==> config.mk <==
export PLATFORM = sky130hd
export DESIGN_NAME = pipe_stage_buf_flat
export DESIGN_NICKNAME = d
export VERILOG_FILES = /design/src/rtl/pipe_stage_buf_if.sv /design/src/rtl/pipe_stage_buf.sv /design/src/flat_wrapper.sv
export SDC_FILE = /design/constraint.sdc
export NUM_CORES = 1
export LEC_CHECK = 0
export CORE_ASPECT_RATIO = 1.25
export CORE_MARGIN = 2
export CORE_UTILIZATION = 50
export DETAILED_ROUTE_END_ITERATION = 16
export GPL_TIMING_DRIVEN = 0
export MAX_ROUTING_LAYER = met4
export PLACE_DENSITY = 0.77
export SETUP_SLACK_MARGIN = 0.4
export SKIP_LAST_GASP = 1
export SYNTH_ARGS = -nofsm -noshare
export SYNTH_HDL_FRONTEND = slang
export SYNTH_SLANG_ARGS = --single-unit
==> constraint.sdc <==
create_clock -name clk -period 5.6 [get_ports clk]
set_clock_uncertainty 0.15 [all_clocks]
set_input_delay 1.12 -clock clk [delete_from_list [all_inputs] [get_ports clk]]
set_output_delay 1.12 -clock clk [all_outputs]
set_load 0.005 [all_outputs]
==> src/rtl/pipe_stage_buf_if.sv <==
// Handshake bundle between two MIPS pipeline stages and the stage buffer that sits between them.
// The buffer takes the slave modport; the surrounding stages (or a bench) take the master modport.
interface pipe_stage_buf_if #(
   parameter int DATA_W = 32,
   parameter int PC_W   = 32,
   parameter int EXC_W  = 5,
   parameter int DEPTH  = 2
);
   localparam int CNT_W = $clog2(DEPTH + 1);

   logic              in_valid;
   logic              in_ready;
   logic [PC_W-1:0]   in_pc;
   logic [DATA_W-1:0] in_data;
   logic [EXC_W-1:0]  in_exc;
   logic              in_bd;

   logic              out_valid;
   logic              out_ready;
   logic [PC_W-1:0]   out_pc;
   logic [DATA_W-1:0] out_data;
   logic [EXC_W-1:0]  out_exc;
   logic              out_bd;

   logic [CNT_W-1:0]  count;

   modport slave (
      input  in_valid, in_pc, in_data, in_exc, in_bd, out_ready,
      output in_ready, out_valid, out_pc, out_data, out_exc, out_bd, count
   );

   modport master (
      output in_valid, in_pc, in_data, in_exc, in_bd, out_ready,
      input  in_ready, out_valid, out_pc, out_data, out_exc, out_bd, count
   );
endinterface

==> src/rtl/pipe_stage_buf.sv <==
// DEPTH-entry elastic buffer between pipeline stages with req/eret flush and a held bubble PC.
// Optional combinational empty-buffer bypass is enabled by defining PIPE_STAGE_BUF_BYPASS_EN.
module pipe_stage_buf #(
   parameter int DATA_W = 32,
   parameter int PC_W   = 32,
   parameter int EXC_W  = 5,
   parameter int DEPTH  = 2,
   parameter logic [PC_W-1:0] RESET_PC = PC_W'(32'h0000_3000),
   parameter logic [PC_W-1:0] EXC_PC   = PC_W'(32'h0000_4180)
) (
   input  logic              clk,
   input  logic              reset,
   input  logic              req,
   input  logic              eret,
   pipe_stage_buf_if.slave   bus
);
   localparam int CNT_W = $clog2(DEPTH + 1);
   localparam int PTR_W = (DEPTH > 1) ? $clog2(DEPTH) : 1;
   localparam logic [CNT_W-1:0] DEPTH_C  = CNT_W'(DEPTH);
   localparam logic [PTR_W-1:0] LAST_PTR = PTR_W'(DEPTH - 1);

   logic [PC_W-1:0]   pcMem_q   [DEPTH];
   logic [DATA_W-1:0] dataMem_q [DEPTH];
   logic [EXC_W-1:0]  excMem_q  [DEPTH];
   logic              bdMem_q   [DEPTH];

   logic [PTR_W-1:0]  rdPtr_q, rdPtr_d;
   logic [PTR_W-1:0]  wrPtr_q, wrPtr_d;
   logic [CNT_W-1:0]  count_q, count_d;
   logic [PC_W-1:0]   pcHold_q, pcHold_d;

   logic headValid;
   logic bypass;
   logic bypassTaken;
   logic push;
   logic pop;

   function automatic logic [PTR_W-1:0] nextPtr(input logic [PTR_W-1:0] p);
      return (p == LAST_PTR) ? '0 : p + PTR_W'(1);
   endfunction

   // in_ready looks only at registered occupancy so out_ready never reaches it combinationally.
   assign headValid   = (count_q != '0);
   assign bus.in_ready = (count_q < DEPTH_C);
   assign bus.count    = count_q;

`ifdef PIPE_STAGE_BUF_BYPASS_EN
   assign bypass = !headValid && bus.in_valid && !req && !eret;
`else
   assign bypass = 1'b0;
`endif

   // A bypassed entry that is accepted downstream is never written into storage.
   assign bypassTaken = bypass && bus.out_ready;
   assign pop         = headValid && bus.out_ready;
   assign push        = bus.in_valid && bus.in_ready && !bypassTaken;

   always_comb begin
      bus.out_valid = headValid || bypass;
      bus.out_pc    = pcHold_q;
      bus.out_data  = '0;
      bus.out_exc   = '0;
      bus.out_bd    = 1'b0;
      if (headValid) begin
         bus.out_pc   = pcMem_q[rdPtr_q];
         bus.out_data = dataMem_q[rdPtr_q];
         bus.out_exc  = excMem_q[rdPtr_q];
         bus.out_bd   = bdMem_q[rdPtr_q];
      end else if (bypass) begin
         bus.out_pc   = bus.in_pc;
         bus.out_data = bus.in_data;
         bus.out_exc  = bus.in_exc;
         bus.out_bd   = bus.in_bd;
      end
   end

   // Flushes outrank traffic; only req redirects the bubble PC, eret keeps the last popped PC.
   always_comb begin
      rdPtr_d  = rdPtr_q;
      wrPtr_d  = wrPtr_q;
      count_d  = count_q;
      pcHold_d = pcHold_q;
      if (req) begin
         rdPtr_d  = '0;
         wrPtr_d  = '0;
         count_d  = '0;
         pcHold_d = EXC_PC;
      end else if (eret) begin
         rdPtr_d = '0;
         wrPtr_d = '0;
         count_d = '0;
      end else begin
         if (push) begin
            wrPtr_d = nextPtr(wrPtr_q);
         end
         if (pop) begin
            rdPtr_d  = nextPtr(rdPtr_q);
            pcHold_d = pcMem_q[rdPtr_q];
         end else if (bypassTaken) begin
            pcHold_d = bus.in_pc;
         end
         if (push && !pop) begin
            count_d = count_q + CNT_W'(1);
         end else if (pop && !push) begin
            count_d = count_q - CNT_W'(1);
         end
      end
   end

   always_ff @(posedge clk or negedge reset) begin
      if (!reset) begin
         rdPtr_q  <= '0;
         wrPtr_q  <= '0;
         count_q  <= '0;
         pcHold_q <= RESET_PC;
      end else begin
         rdPtr_q  <= rdPtr_d;
         wrPtr_q  <= wrPtr_d;
         count_q  <= count_d;
         pcHold_q <= pcHold_d;
      end
   end

   // Entry storage needs no reset: count_q alone decides which slots are meaningful.
   always_ff @(posedge clk) begin
      if (push && !req && !eret) begin
         pcMem_q[wrPtr_q]   <= bus.in_pc;
         dataMem_q[wrPtr_q] <= bus.in_data;
         excMem_q[wrPtr_q]  <= bus.in_exc;
         bdMem_q[wrPtr_q]   <= bus.in_bd;
      end
   end
endmodule
==> src/flat_wrapper.sv <==
// flat-port wrapper written by rule: the top's interface ports become plain ports
module pipe_stage_buf_flat 
#(
   parameter int DATA_W = 32,
   parameter int PC_W   = 32,
   parameter int EXC_W  = 5,
   parameter int DEPTH  = 2,
   parameter logic [PC_W-1:0] RESET_PC = PC_W'(32'h0000_3000),
   parameter logic [PC_W-1:0] EXC_PC   = PC_W'(32'h0000_4180)
)
  (clk, reset, req, eret, bus_in_valid, bus_in_pc, bus_in_data, bus_in_exc, bus_in_bd, bus_out_ready, bus_in_ready, bus_out_valid, bus_out_pc, bus_out_data, bus_out_exc, bus_out_bd, bus_count);
  pipe_stage_buf_if #(.DATA_W(DATA_W), .PC_W(PC_W), .EXC_W(EXC_W), .DEPTH(DEPTH)) bus_i ();
  input  logic clk;
  input  logic reset;
  input  logic req;
  input  logic eret;
  input wire logic [$bits(bus_i.in_valid)-1:0] bus_in_valid;
  input wire logic [$bits(bus_i.in_pc)-1:0] bus_in_pc;
  input wire logic [$bits(bus_i.in_data)-1:0] bus_in_data;
  input wire logic [$bits(bus_i.in_exc)-1:0] bus_in_exc;
  input wire logic [$bits(bus_i.in_bd)-1:0] bus_in_bd;
  input wire logic [$bits(bus_i.out_ready)-1:0] bus_out_ready;
  output wire logic [$bits(bus_i.in_ready)-1:0] bus_in_ready;
  output wire logic [$bits(bus_i.out_valid)-1:0] bus_out_valid;
  output wire logic [$bits(bus_i.out_pc)-1:0] bus_out_pc;
  output wire logic [$bits(bus_i.out_data)-1:0] bus_out_data;
  output wire logic [$bits(bus_i.out_exc)-1:0] bus_out_exc;
  output wire logic [$bits(bus_i.out_bd)-1:0] bus_out_bd;
  output wire logic [$bits(bus_i.count)-1:0] bus_count;
  assign bus_i.in_valid = bus_in_valid;
  assign bus_i.in_pc = bus_in_pc;
  assign bus_i.in_data = bus_in_data;
  assign bus_i.in_exc = bus_in_exc;
  assign bus_i.in_bd = bus_in_bd;
  assign bus_i.out_ready = bus_out_ready;
  assign bus_in_ready = bus_i.in_ready;
  assign bus_out_valid = bus_i.out_valid;
  assign bus_out_pc = bus_i.out_pc;
  assign bus_out_data = bus_i.out_data;
  assign bus_out_exc = bus_i.out_exc;
  assign bus_out_bd = bus_i.out_bd;
  assign bus_count = bus_i.count;
  pipe_stage_buf #(.DATA_W(DATA_W), .PC_W(PC_W), .EXC_W(EXC_W), .DEPTH(DEPTH), .RESET_PC(RESET_PC), .EXC_PC(EXC_PC)) u_core (.clk(clk), .reset(reset), .req(req), .eret(eret), .bus(bus_i));
endmodule
==> impl_metrics.csv, run 1 <==
group,metric,value,unit
global_route,grt_pass1_wl,22600,um
timing,hold_violations,0,
layout,antenna_cells,0,
setup_path,worst_setup_path_start_kind,"flip-flop",
layout,layout_common_cells,"clkdlybuf4s50_1 (148), edfxtp_1 (140), nor2_1 (72), mux2i_1 (70), dfrtp_1 (34)",
global_route,grt_pass1_vias,4512,
cts,path_clk_slew,0.06,ns
floorplanning,design.core.area,13300,um^2
cts,cts_max_level,4,
cts,cts_setup_buffers,0,
route,drc,0,
power,p_leak,0.00318,uW
timing,drv_slew,0,
layout,fillCellCount,947,
cts,clock_path_buffers,2,
timing,max_freq,277,MHz
placement,placed_area,8610,um^2
synthesis,postSynthAreaPerCell,15.9,um^2
layout,layout.cells.non_filler,786,
power,p_total,3050,uW
timing,whs,0.338,ns
placement,hpwlAfterDp,9780,um
cts,insertion_delay,0.42,ns
placement,finalWeightedCongestion,0.795,
synthesis,yosys.area.top_type,"edfxtp_1",
floorplanning,ioPinCount,150,
synthesis,synthFlopType,"edfxtp_1",
layout,drive_above_1_share,9.92,%
route,vias_per_cell,5.26,
synthesis,synth_cells,431,
floorplanning,placementRows,47,
timing,setup-violations-final,0,
layout,final_common_cell,"clkdlybuf4s50_1",
route,drtIter0Drc,215,
setup_path,cp-end-kind,"output pin",
cts,clock-sinks,176,
placement,dp_cells,754,
layout,area_growth,35.0,%
synthesis,ys_ff_latch,176,
floorplanning,fp.dieW,109,um
floorplanning,dieArea,14600,um^2
route,drt_pass1_iterations,4,
global_route,track_usage,21.3,%
layout,final_util,69.4,%
synthesis,synth_cell_types,26,
synthesis,ys_async_sr_fraction,20.5,%
timing,rsz0062_at_grt,"no",
layout,nets,679,
setup_path,crit_required,4.33,ns
global_route,grt_max_degree,52,
placement,numPortBuffers,149,
synthesis,syn_nets,508,
synthesis,yosys_warnings,0,
route,wl,14400,um
timing,max_slew_margin,43.0,%
global_route,antenna_found_initial,0,
timing,period_needed,3.60,ns
setup_path,worst-setup-path-type,"flip-flop to output pin",
cts,cts_resized,0,
outcome,outcome,"finished clean",
timing,worstMarginPinSlew,0.855,ns
run,cap_violations,0,
cts,clock-root-buffer,"clkbuf_16",
route,via_count,4138,
synthesis,seq_area_frac_synth,74.7,%
route,post_drt_wl_per_cell,18.4,um
synthesis,yosys.area.top_type_share,61.5,%
layout,stdcell_area,9230,um^2
timing,post-route-period-util,64.4,%
min_path,hold_class,"flip-flop to flip-flop",
setup_path,crit_fanout,10,
cts,cts_hold_buf,0,
route,ant_nets,0,
cts,cts_buffers,17,
synthesis,netlist_area,6830,um^2
synthesis,synth_edf_count,140,
cts,cts_tree,"built",
floorplanning,die_y,135,um
power,max-vdd-ir-drop,0.000228,V
global_route,gr-total-overflow,0,
floorplanning,start_util,51.4,%
setup_path,cp.arrival,2.33,ns
power,power_density,330,nW/um^2
synthesis,yosys-top-cells-area,"edfxtp_1 (62%), dfrtp_1 (12%), mux2i_1 (10%), nor2_1 (4.0%), o2bb2ai_1 (3.7%)",
power by group:
group	switching, uW	internal (uW)
clock	459	754
sequential	11.5	1450
combinational	169	206
cells in the mapped netlist, drive strengths merged, types with 2 or more instances:
master   count
edfxtp     140
nor2        73
mux2i       70
dfrtp       34
a21oi       33
o2bb2ai     29
buf         23
inv          4
nor3         4
a2bb2oi      3
clkbuf       2
dfstp        2
nand2        2
xnor2        2
xor2         2
worst max-delay path: stages, from the launching register on:
cell	delay (ns)
dfrtp_1	0.46
nor2_1	0.26
inv_1	0.09
buf_4	0.18
buf_2	0.19
a21oi_1	0.20
clkdlybuf4s50_1	0.53
cells by family after synthesis:
kind of cell | share of synthesized area [%]
AOI/OAI and AO/OA | 7.20
xor gates and xnor gates | 0.513
DFF | 74.7
adders and majority gates | 0.183
buffers and inverters | 2.44
muxes | 10.3
and+or+nand+nor | 4.69
routing by layer:
layer	part of all wire, %	wire length (um)	global-route usage, %	up-vias
li1	-	-	-	1953
met1	41	5900	25.0	2039
met2	51	7420	35.8	132
met3	6.6	948	6.13	14
met4	1.2	175	6.05	0
met5	0	0	-	-
path summary, 6_finish.rpt:
check / from / to / slack, ns / cells after the start
worst max register to register: u_core.bus.count[1] / u_core.dataMem_q[0][27] / 3.15 / 5
max in group asynchronous: reset / u_core.pcHold_q[14] / 4.10 / 1
worst max-delay path: u_core.bus.count[0] / bus_out_pc[31] / 2.00 / 6
min in group asynchronous: reset / u_core.pcHold_q[17] / 0.66 / 1
worst min register to register: u_core.pcHold_q[12] / u_core.pcHold_q[12] / 0.34 / 1
worst min-delay path: u_core.pcHold_q[12] / u_core.pcHold_q[12] / 0.34 / 1
through the flow:
step | setup slack (ns) | setup TNS, ns
after floorplan | 0.591 | 0
after global placement | -1.74 | -121.70
after detailed placement | 1.95 | 0
after CTS | 1.97 | 0
after global routing | 1.86 | 0
final | 2.00 | 0
layout make-up:
class	instances	area (um^2)	area share, %
repair buffers	152	1550	16.8
plain buffers	25	151	1.64
clock buffers	20	447	4.84
inverters	4	15.0	0.163
flip-flops and latches	176	5110	55.3
multi-input cells	226	1570	17.0
clock inverters	12	168	1.82
well taps	171	214	2.32
registers in the layout, indices dropped and copies added, names as in the netlist:
register	flops
u_core.rdPtr_q	1
u_core.pcMem_q	64
u_core.excMem_q	10
u_core.wrPtr_q	1
u_core.bus.count	2
u_core.bdMem_q	2
u_core.dataMem_q	64
u_core.pcHold_q	32
Power figures use the tool's default switching activity.
==> inputs of run 2 (changes only) <==
- CORE_UTILIZATION: 50 -> 45
- PLACE_DENSITY: 0.77 -> 0.73
- clock period: 5.6 -> 3.24 ns (I/O delays scaled with it)
==> run 2 against run 1 <==
Against the previous run: flip-flop and latch count unchanged; sequential power up 73%; global-route usage is 1.8 points lower; register-to-register slack worse by 2.4 ns; worst hold slack worse by 0.14 ns; critical path depth did not move; count of clock-buffer cells in the layout down 1; first-iteration DRC count up 0.93%; total power rose by 67%; combinational power increased by 74%; cell area up 0.73%.
==> impl_metrics.csv, run 2 (synthesis gave the netlist of run 1 again) <==
group,metric,value,unit
timing,drv_slew,0,
timing,hold_violations,0,
setup_path,max_stage_delay,0.51,ns
setup_path,path_cells,"nor2_4, inv_1, buf_4, buf_6, a21oi_2, clkdlybuf4s50_1",
route,via_count,4226,
timing,max_slew_margin,39.6,%
route,vias_per_cell,5.30,
cts,clock-root-buffer,"clkbuf_16",
cts,cts_buffers,17,
layout,final_common_cell,"edfxtp_1",
cts,clock-sinks,176,
setup_path,cp.arrival,2.01,ns
power,netSwitchingFraction,22.2,%
setup_path,worst_setup_path_start_kind,"flip-flop",
setup_path,crit_fanout,10,
floorplanning,dieArea,16200,um^2
power,max-vdd-ir-drop,0.000376,V
cts,insertion_delay,0.42,ns
min_path,hold_class,"primary input to asynchronous set/reset pin",
setup_path,worst-setup-path-type,"flip-flop to output pin",
layout,reg_top3,"u_core.dataMem_q (64), u_core.pcMem_q (64), u_core.pcHold_q (32)",
floorplanning,die_y,142,um
global_route,grt_pass1_vias,4614,
setup_path,crit_required,2.44,ns
power,pwr-share-clk,37.7,%
cts,cts_tree,"built",
global_route,grt_pass1_wl,23200,um
floorplanning,ioPinCount,150,
placement,pre_cts_slack,0.141,ns
timing,post-route-period-util,86.7,%
layout,drive_above_1_share,12.0,%
power,power_density,548,nW/um^2
global_route,antenna_found_initial,0,
run,cap_violations,0,
route,drt_pass1_iterations,7,
floorplanning,placementRows,50,
route,post_drt_wl_per_cell,18.8,um
layout,nets,681,
outcome,outcome,"finished clean",
layout,antenna_cells,0,
layout,area_growth,36.0,%
route,drtIter0Drc,217,
global_route,grt_max_degree,38,
power,p_seq_share,49.4,%
route,drc,0,
placement,finalWeightedCongestion,0.749,
cts,cts_hold_buf,0,
timing,setup-violations-final,0,
timing,setup_slack,0.432,ns
setup_path,cp-end-kind,"output pin",
global_route,gr-total-overflow,0,
power,cellInternalPower,3960,uW
timing,rsz0062_at_grt,"yes",
cts,cts_max_level,4,
floorplanning,start_util,45.9,%
power,p_leak,0.00341,uW
timing,tns,0,ns
timing,worstMarginPinSlew,0.905,ns
cts,clock_path_buffers,2,
layout,layout_common_cells,"edfxtp_1 (140), clkdlybuf4s50_1 (116), nor2_1 (71), mux2i_1 (70), dfrtp_1 (32)",
cts,path_clk_slew,0.06,ns
global_route,track_usage,19.5,%
power,power_switching,1130,uW
floorplanning,fp.dieW,114,um
power,combPwrFrac,12.8,%
placement,numPortBuffers,149,
route,ant_nets,0,
placement,hpwlAfterDp,10100,um
setup_path,cp_slowest_cell,"clkdlybuf4s50_1",
layout,fillCellCount,1106,
floorplanning,design.core.area,14900,um^2
timing,max_freq,356,MHz
route,wl,15000,um
timing,period_needed,2.81,ns
run 2: layout make-up:
| cell class | instances | area [um^2] | area share, % |
|---|---|---|---|
| buffer | 25 | 208 | 2.23 |
| clock buffer | 19 | 433 | 4.66 |
| clock inverter | 12 | 119 | 1.28 |
| inverter | 4 | 15.0 | 0.162 |
| multi-input combinational | 226 | 1620 | 17.4 |
| sequential | 176 | 5110 | 55.0 |
| tap | 182 | 228 | 2.45 |
| timing repair buffer | 154 | 1570 | 16.9 |
run 2: worst max-delay path: cells and delay by family, from the launching register on:
| kind | cells | cell delay [ns] |
|---|---|---|
| buffers and inverters | 4 | 0.90 |
| and+or+nand+nor | 1 | 0.13 |
| DFF | 1 | 0.43 |
| AOI/OAI and AO/OA | 1 | 0.12 |
run 2: what timing repair did:
| action | CTS | global route |
|---|---|---|
| resized for setup | 49 | 17 |
| pin swaps | 0 | 1 |
| setup buffers | 2 | 0 |
| endpoints found under the setup margin | 65 | 26 |
run 2: metal layers:
layer | global-route usage, % | share of wire (%) | up-vias
met3 | 6.24 | 6.2 | 19
met1 | 21.5 | 40 | 2125
met4 | 7.32 | 1.6 | 0
li1 | - | - | 1955
met2 | 33.1 | 52 | 127
met5 | - | 0 | -
run 2: final timing paths:
check,start,endpoint,slack [ns],cells past startpoint
max,u_core.bus.count[0],bus_out_pc[26],0.43,6
min,reset,u_core.pcHold_q[5],0.20,1
max reg2reg,u_core.bus.count[1],u_core.dataMem_q[0][25],0.75,6
min reg2reg,u_core.pcHold_q[15],u_core.pcHold_q[15],0.34,1
max in group asynchronous,reset,u_core.bus.count[0],2.12,1
min in group clk,u_core.pcHold_q[15],u_core.pcHold_q[15],0.34,1
run 2: power groups by stage:
stage,combinational (uW),sequential (uW),clock (uW)
3_3_place_gp,642,2560,0
5_1_grt,707,2520,2060
2_1_floorplan,249,2560,0
3_5_place_dp,658,2570,0
4_1_cts,662,2520,1950
6_report,653,2520,1920
run 2: metrics by stage:
stage                     util [%]  hold WS (ns)  cells  area (um^2)  power (uW)
after detailed placement      57.9         0.324    765         8620        3220
after floorplan                  -         0.202    431         6840        2810
final                         62.4         0.199    798         9300        5090
after CTS                     62.1         0.227    798         9250        5130
after global routing          62.4         0.258    798         9300        5280
after global placement        57.5         0.321    762         8560        3210
